$ cat src/rtl/mm_pkg.sv
// Shared definitions for the 3x3 systolic matrix-multiply sequencer.
// Optional feature macro used by the top: MM_PERF_CNT_EN.
package mm_pkg;

    localparam int LANES  = 5;
    localparam int MAT_N  = 9;
    localparam int DW_DEF = 8;
    localparam int RW_DEF = 18;

    typedef enum logic [2:0] {
        IDLE    = 3'd0,
        CLR     = 3'd1,
        FEED    = 3'd2,
        DRAIN   = 3'd3,
        COLLECT = 3'd4,
        DONE    = 3'd5
    } mm_state_e;

    // Tap index feeding each result element, c0 in the low field (3 bits per element).
    // c0..c8 <- T0,T1,T2,T3,T0,T1,T4,T3,T0
    localparam logic [26:0] TAP_MAP = {3'd0, 3'd3, 3'd4, 3'd1, 3'd0,
                                       3'd3, 3'd2, 3'd1, 3'd0};

    // Collect cycle in which each result element is captured (2 bits per element).
    // c0..c8 captured in cycles 0,0,0,0,1,1,0,1,2
    localparam logic [17:0] COLLECT_MAP = {2'd2, 2'd1, 2'd0, 2'd1, 2'd1,
                                           2'd0, 2'd0, 2'd0, 2'd0};

endpackage

$ cat src/rtl/mm_skew_feeder.sv
// Registered skewed-lane generator: presents the diagonal wavefronts of A
// and B on the five array lanes during the three feed cycles.
module mm_skew_feeder
    import mm_pkg::*;
#(
    parameter int DW = DW_DEF
) (
    input  logic                  clk,
    input  logic                  rst_n,
    input  logic [MAT_N*DW-1:0]   a_op,
    input  logic [MAT_N*DW-1:0]   b_op,
    input  logic                  feed,
    input  logic [1:0]            cyc,
    output logic [LANES*DW-1:0]   a_lane,
    output logic [LANES*DW-1:0]   b_lane
);

    logic [LANES*DW-1:0] a_nxt_s;
    logic [LANES*DW-1:0] b_nxt_s;
    logic [LANES*DW-1:0] a_lane_r;
    logic [LANES*DW-1:0] b_lane_r;

    // Select the wavefront for the upcoming cycle (feed/cyc describe the next cycle)
    always_comb begin
        a_nxt_s = '0;
        b_nxt_s = '0;
        if (feed) begin
            case (cyc)
                2'd0: begin
                    a_nxt_s[0*DW +: DW] = a_op[0*DW +: DW];
                    a_nxt_s[1*DW +: DW] = a_op[1*DW +: DW];
                    a_nxt_s[2*DW +: DW] = a_op[2*DW +: DW];
                    b_nxt_s[0*DW +: DW] = b_op[0*DW +: DW];
                    b_nxt_s[1*DW +: DW] = b_op[3*DW +: DW];
                    b_nxt_s[2*DW +: DW] = b_op[6*DW +: DW];
                end
                2'd1: begin
                    a_nxt_s[1*DW +: DW] = a_op[3*DW +: DW];
                    a_nxt_s[2*DW +: DW] = a_op[4*DW +: DW];
                    a_nxt_s[3*DW +: DW] = a_op[5*DW +: DW];
                    b_nxt_s[1*DW +: DW] = b_op[1*DW +: DW];
                    b_nxt_s[2*DW +: DW] = b_op[4*DW +: DW];
                    b_nxt_s[3*DW +: DW] = b_op[7*DW +: DW];
                end
                2'd2: begin
                    a_nxt_s[2*DW +: DW] = a_op[6*DW +: DW];
                    a_nxt_s[3*DW +: DW] = a_op[7*DW +: DW];
                    a_nxt_s[4*DW +: DW] = a_op[8*DW +: DW];
                    b_nxt_s[2*DW +: DW] = b_op[2*DW +: DW];
                    b_nxt_s[3*DW +: DW] = b_op[5*DW +: DW];
                    b_nxt_s[4*DW +: DW] = b_op[8*DW +: DW];
                end
                default: begin
                    a_nxt_s = '0;
                    b_nxt_s = '0;
                end
            endcase
        end else begin
            a_nxt_s = '0;
            b_nxt_s = '0;
        end
    end

    // Lane registers so the array sees clean, glitch-free operands
    always_ff @(posedge clk or negedge rst_n) begin
        if (!rst_n) begin
            a_lane_r <= '0;
            b_lane_r <= '0;
        end else begin
            a_lane_r <= a_nxt_s;
            b_lane_r <= b_nxt_s;
        end
    end

    assign a_lane = a_lane_r;
    assign b_lane = b_lane_r;

endmodule

$ cat src/rtl/systolic_mm_seq.sv
// Sequencer for the 3x3 systolic matrix-multiply array: latches operands on
// start, clears the accumulators, feeds skewed lanes, waits the array
// latency, captures the nine results from the taps and hands them out with
// a valid/ready handshake.
// Optional feature: define MM_PERF_CNT_EN to add op_cnt/stall_cnt outputs.
module systolic_mm_seq
    import mm_pkg::*;
#(
    parameter int DW          = DW_DEF,
    parameter int RW          = RW_DEF,
    parameter int COLLECT_LAT = 6      // legal range 3..15
) (
    input  logic                  clk,
    input  logic                  rst_n,
    input  logic                  start,
    input  logic [MAT_N*DW-1:0]   a_in,
    input  logic [MAT_N*DW-1:0]   b_in,
    output logic                  busy,
    output logic                  acc_clr,
    output logic [LANES*DW-1:0]   a_lane,
    output logic [LANES*DW-1:0]   b_lane,
    input  logic [LANES*RW-1:0]   tap,
    output logic [MAT_N*RW-1:0]   c_out,
    output logic                  out_valid,
    input  logic                  out_ready
`ifdef MM_PERF_CNT_EN
    ,
    output logic [15:0]           op_cnt,
    output logic [15:0]           stall_cnt
`endif
);

    localparam logic [3:0] LAT_C = 4'(COLLECT_LAT);

    mm_state_e             state_r;
    mm_state_e             state_nxt_s;
    logic [3:0]            cyc_r;
    logic [3:0]            cyc_nxt_s;
    logic [3:0]            cyc_inc_s;
    logic                  load_s;
    logic [MAT_N*DW-1:0]   a_op_r;
    logic [MAT_N*DW-1:0]   b_op_r;
    logic [MAT_N*RW-1:0]   c_r;
    logic                  busy_r;
    logic                  acc_clr_r;
    logic                  out_valid_r;

    assign cyc_inc_s = cyc_r + 4'd1;

    // Next-state and cycle-counter logic; cyc counts from the first feed
    // cycle and is reused as the collect index after restarting at zero
    always_comb begin
        state_nxt_s = state_r;
        cyc_nxt_s   = cyc_r;
        load_s      = 1'b0;
        case (state_r)
            IDLE: begin
                if (start) begin
                    state_nxt_s = CLR;
                    cyc_nxt_s   = 4'd0;
                    load_s      = 1'b1;
                end else begin
                    state_nxt_s = IDLE;
                end
            end
            CLR: begin
                state_nxt_s = FEED;
                cyc_nxt_s   = 4'd0;
            end
            FEED: begin
                cyc_nxt_s = cyc_inc_s;
                if (cyc_r == 4'd2) begin
                    // minimum latency goes straight from the last feed to collect
                    if (cyc_inc_s == LAT_C) begin
                        state_nxt_s = COLLECT;
                        cyc_nxt_s   = 4'd0;
                    end else begin
                        state_nxt_s = DRAIN;
                    end
                end else begin
                    state_nxt_s = FEED;
                end
            end
            DRAIN: begin
                cyc_nxt_s = cyc_inc_s;
                if (cyc_inc_s == LAT_C) begin
                    state_nxt_s = COLLECT;
                    cyc_nxt_s   = 4'd0;
                end else begin
                    state_nxt_s = DRAIN;
                end
            end
            COLLECT: begin
                cyc_nxt_s = cyc_inc_s;
                if (cyc_r == 4'd2) begin
                    state_nxt_s = DONE;
                    cyc_nxt_s   = 4'd0;
                end else begin
                    state_nxt_s = COLLECT;
                end
            end
            DONE: begin
                // start in the same cycle is deliberately not looked at here
                if (out_ready) begin
                    state_nxt_s = IDLE;
                end else begin
                    state_nxt_s = DONE;
                end
            end
            default: begin
                state_nxt_s = IDLE;
                cyc_nxt_s   = 4'd0;
            end
        endcase
    end

    // State, counter and registered status outputs decoded from the next state
    always_ff @(posedge clk or negedge rst_n) begin
        if (!rst_n) begin
            state_r     <= IDLE;
            cyc_r       <= 4'd0;
            busy_r      <= 1'b0;
            acc_clr_r   <= 1'b0;
            out_valid_r <= 1'b0;
        end else begin
            state_r     <= state_nxt_s;
            cyc_r       <= cyc_nxt_s;
            busy_r      <= (state_nxt_s != IDLE);
            acc_clr_r   <= (state_nxt_s == CLR);
            out_valid_r <= (state_nxt_s == DONE);
        end
    end

    // Operand latch so the host may change a_in/b_in right after start
    always_ff @(posedge clk or negedge rst_n) begin
        if (!rst_n) begin
            a_op_r <= '0;
            b_op_r <= '0;
        end else if (load_s) begin
            a_op_r <= a_in;
            b_op_r <= b_in;
        end
    end

    // Capture taps into the result matrix; c_out otherwise holds its last value
    always_ff @(posedge clk or negedge rst_n) begin
        if (!rst_n) begin
            c_r <= '0;
        end else if (state_r == COLLECT) begin
            for (int i = 0; i < MAT_N; i++) begin
                if (COLLECT_MAP[i*2 +: 2] == cyc_r[1:0]) begin
                    c_r[i*RW +: RW] <= tap[int'(TAP_MAP[i*3 +: 3])*RW +: RW];
                end
            end
        end
    end

    mm_skew_feeder #(
        .DW (DW)
    ) u_feeder (
        .clk    (clk),
        .rst_n  (rst_n),
        .a_op   (a_op_r),
        .b_op   (b_op_r),
        .feed   (state_nxt_s == FEED),
        .cyc    (cyc_nxt_s[1:0]),
        .a_lane (a_lane),
        .b_lane (b_lane)
    );

    assign busy      = busy_r;
    assign acc_clr   = acc_clr_r;
    assign out_valid = out_valid_r;
    assign c_out     = c_r;

`ifdef MM_PERF_CNT_EN
    logic [15:0] op_cnt_r;
    logic [15:0] stall_cnt_r;

    // Saturating counters of completed handshakes and back-pressured DONE cycles
    always_ff @(posedge clk or negedge rst_n) begin
        if (!rst_n) begin
            op_cnt_r    <= 16'd0;
            stall_cnt_r <= 16'd0;
        end else if (state_r == DONE) begin
            if (out_ready) begin
                if (op_cnt_r != 16'hFFFF) begin
                    op_cnt_r <= op_cnt_r + 16'd1;
                end
            end else begin
                if (stall_cnt_r != 16'hFFFF) begin
                    stall_cnt_r <= stall_cnt_r + 16'd1;
                end
            end
        end
    end

    assign op_cnt    = op_cnt_r;
    assign stall_cnt = stall_cnt_r;
`endif

endmodule

$ cat config.mk
export PLATFORM = sky130hd
export DESIGN_NAME = systolic_mm_seq
export DESIGN_NICKNAME = d
export VERILOG_FILES = /design/src/rtl/mm_pkg.sv /design/src/rtl/mm_skew_feeder.sv /design/src/rtl/systolic_mm_seq.sv
export SDC_FILE = /design/constraint.sdc
export NUM_CORES = 1
export LEC_CHECK = 0
export CAP_MARGIN = 20
export CORE_ASPECT_RATIO = 1.25
export CORE_MARGIN = 2
export CORE_UTILIZATION = 25
export CTS_BUF_LIST = sky130_fd_sc_hd__clkbuf_8
export DETAILED_ROUTE_END_ITERATION = 7
export PLACE_DENSITY = 0.61
export SKIP_CTS_REPAIR_TIMING = 1
export SLEW_MARGIN = 5
export SYNTH_ARGS = -nofsm -noshare
export SYNTH_HDL_FRONTEND = slang
export SYNTH_SLANG_ARGS = --single-unit
$ cat constraint.sdc
create_clock -name clk -period 2.9 [get_ports clk]
set_clock_uncertainty 0.2 [all_clocks]
set_input_delay 0.725 -clock clk [delete_from_list [all_inputs] [get_ports clk]]
set_output_delay 0.725 -clock clk [all_outputs]
set_load 0.1 [all_outputs]
==> results.yml, run 1 <==
floorplan:
  ioPinCount: 483
  dieArea_mm2: 0.06298
  die_w_um: 224.9
  core_region_area_mm2: 0.06053
  die_h_um: 280.1
  start_util_pct: 25.18
  row_count: 101
route:
  firstDrtPassIters: 6
  ant_nets: 0
  drc: 0
  vias: 10332
  viasPerCell: 4.393
  drtIter0Drc: 443
  totalWireLength_um: 43920
  wl_per_cell_um: 18.68
critical_path:
  crit_fanout: 8
  crit_start: "cyc_r[1]"
  critPathLaunchType: "flop"
  path_buf_inv: 1
  critPathCaptureType: "flop"
  cpPeakStageDelay_ps: 470
  r2r_cells: 10
  cpMaxStageDelayCell: "dfrtp_2"
  path_cells: "ha_4 > and2b_1 > a21oi_2 > o31ai_4 > a21oi_2 > a221o_1 > ha_4 > buf_12 > a222oi_1 > nor2_2"
  crit_type: "reg2reg"
  cp_data_required_time_ps: 3200
  worstPathArrival_ps: 3170
  r2r_slack_ps: 30
  r2r-start: "cyc_r[1]"
  path_delay_family: "compound AO/OA/AOI/OAI gates"
  rr_endpoint: "u_feeder.b_lane[17]"
finish:
  design_area_mm2: 0.02243
  area_growth_pct: 47.16
  layout_common_cells: "dfrtp_1 (394), mux2_2 (298), buf_4 (292), clkdlybuf4s50_1 (236), clkbuf_8 (95)"
  final_nets: 1775
  drive_gt1_share_pct: 48.13
  layout_commonest_cell: "dfrtp_1"
logic_synthesis:
  synth-seq-cells: 396
  synthCells: 966
  syn-cell-area_mm2: 0.01524
  avgSynthCellArea_um2: 15.78
  syn-num-nets: 1212
  synthFlopType: "dfrtp_1"
  yosys_warnings: 0
  ys_seq_area_share_pct: 65.01
  ys_async_sr_fraction_pct: 100.0
  synth_edf_count: 0
  synth_cell_types: 46
worst_hold_path:
  hold_path_end: "c_out[115]"
  worstHoldPathCells: 1
  min_from: "c_out[115]"
  hp-class: "reg2reg"
cts:
  clk_pin_slew_ps: 60
  cts_tree: "built"
  numCtsBuffers: 69
  insertion_delay_ps: 630
  root_buffer: "clkbuf_8"
  cts_sinks: 396
  h-tree-depth: 3
  clk_path_buf_depth: 3
grt:
  grt_pass1_vias: 11138
  grt_overflow: 0
  grtUsageTotal_pct: 13.58
  grt_max_degree: 72
  grt_pass1_wl_um: 65650
  antenna_found_initial: 5
timing:
  fin_crit_sh_pct: 98.90
  finalHoldViolations: 0
  rsz0062_at_grt: "true"
  layout_setup_ws_ps: 31.96
  period_minus_slack_ps: 2868
  slew_headroom_pct: 65.64
  hold_ws_ps: 289.8
  worstMarginPinSlew_ps: 515.4
  max_freq_ghz: 0.3487
  slew_violations: 0
  tns_ps: 0
  setup_viol: 0
run_status:
  status: "completed"
placement:
  dpl.hpwl_um: 31690
  finalWeightedCongestion: 0.7607
  dpl_cell_area_mm2: 0.02070
  place_ws_ps: -278.5
  portBuffers: 482
flow_run:
  maxCapViolCount: 0
[synth_stat cells (6+ instances only)]
library cell	n	area, um^2
dfrtp_1	396	9910
and3_1	32	200.2
nor3b_2	11	137.6
nand2_1	8	30.03
a222oi_1	16	160.2
nor3b_1	7	52.55
nor2_1	39	146.4
clkbuf_1	18	67.56
a21oi_1	6	30.03
buf_4	25	187.7
mux2_2	298	3356
ha_1	8	100.1
buf_6	12	135.1
mux2_1	9	101.4
a22oi_1	32	240.2
[worst max path at each step]
stage | end | cells past startpoint
global placement | u_feeder.b_lane[5] | 8
floorplan | u_feeder.a_lane[23] | 12
finish | u_feeder.b_lane[17] | 10
global route | u_feeder.b_lane[22] | 10
CTS | u_feeder.a_lane[29] | 9
detailed placement | u_feeder.a_lane[11] | 8
[stage by stage]
step,utilization (%),instances
after floorplan,-,966
after global placement,34.20,2219
after detailed placement,34.20,2219
after CTS,36.73,2340
after global routing,37.06,2352
final,37.06,2352
[layout make-up]
| cell class | count | area, um^2 |
|---|---|---|
| sequential | 396 | 9912 |
| multi-input combinational | 506 | 4982 |
| inverter | 3 | 11.26 |
| antenna | 1 | 2.502 |
| clock inverter | 26 | 225.2 |
| fill | 5812 | 38100 |
| clock buffer | 95 | 1308 |
| timing repair buffer | 553 | 5026 |
| tap | 772 | 965.9 |
[registers in the layout, summed over array words and instances, names as in the netlist]
name,cells
state_r,3
a_op_r,72
u_feeder.b_lane,40
cyc_r,4
u_feeder.a_lane,40
b_op_r,72
acc_clr,1
c_out,162
busy,1
out_valid,1
[kinds of logic (layout without fill, tap and decap cells)]
kind of cell	Yosys count	after routing	share of synthesized area (%)
other cells	0	1	0
compound gates	71	71	3.882
fa+ha+maj	8	8	0.6567
simple gates	120	120	4.941
flops	396	396	65.01
mux	307	307	22.68
buf+inv	64	677	2.832
[routing by layer]
layer / vias to the layer above / GRT usage [%] / part of all wire (%) / wire length, um
li1: 4610 / - / - / -
met1: 5213 / 15.16 / 38 / 16600
met2: 420 / 23.38 / 50 / 22050
met3: 83 / 4.985 / 9.1 / 3992
met4: 6 / 5.383 / 2.8 / 1248
met5: - / 0 / 0.075 / 33
Power of run 1 is left out: the tool's default activity adds up to more than one toggle a clock period on the data nets, which glitch-free logic cannot reach.
==> inputs of run 2 (changes only) <==
--- a/config.mk
+++ b/config.mk
@@ -13,7 +13,7 @@
 export DETAILED_ROUTE_END_ITERATION = 7
 export PLACE_DENSITY = 0.61
 export SKIP_CTS_REPAIR_TIMING = 1
-export SLEW_MARGIN = 5
+export SLEW_MARGIN = 10
 export SYNTH_ARGS = -nofsm -noshare
 export SYNTH_HDL_FRONTEND = slang
 export SYNTH_SLANG_ARGS = --single-unit
==> results of run 2 <==
No change in the layout: final DEF, timing and power equal those of run 1.
Power of run 2 is left out for the same reason.
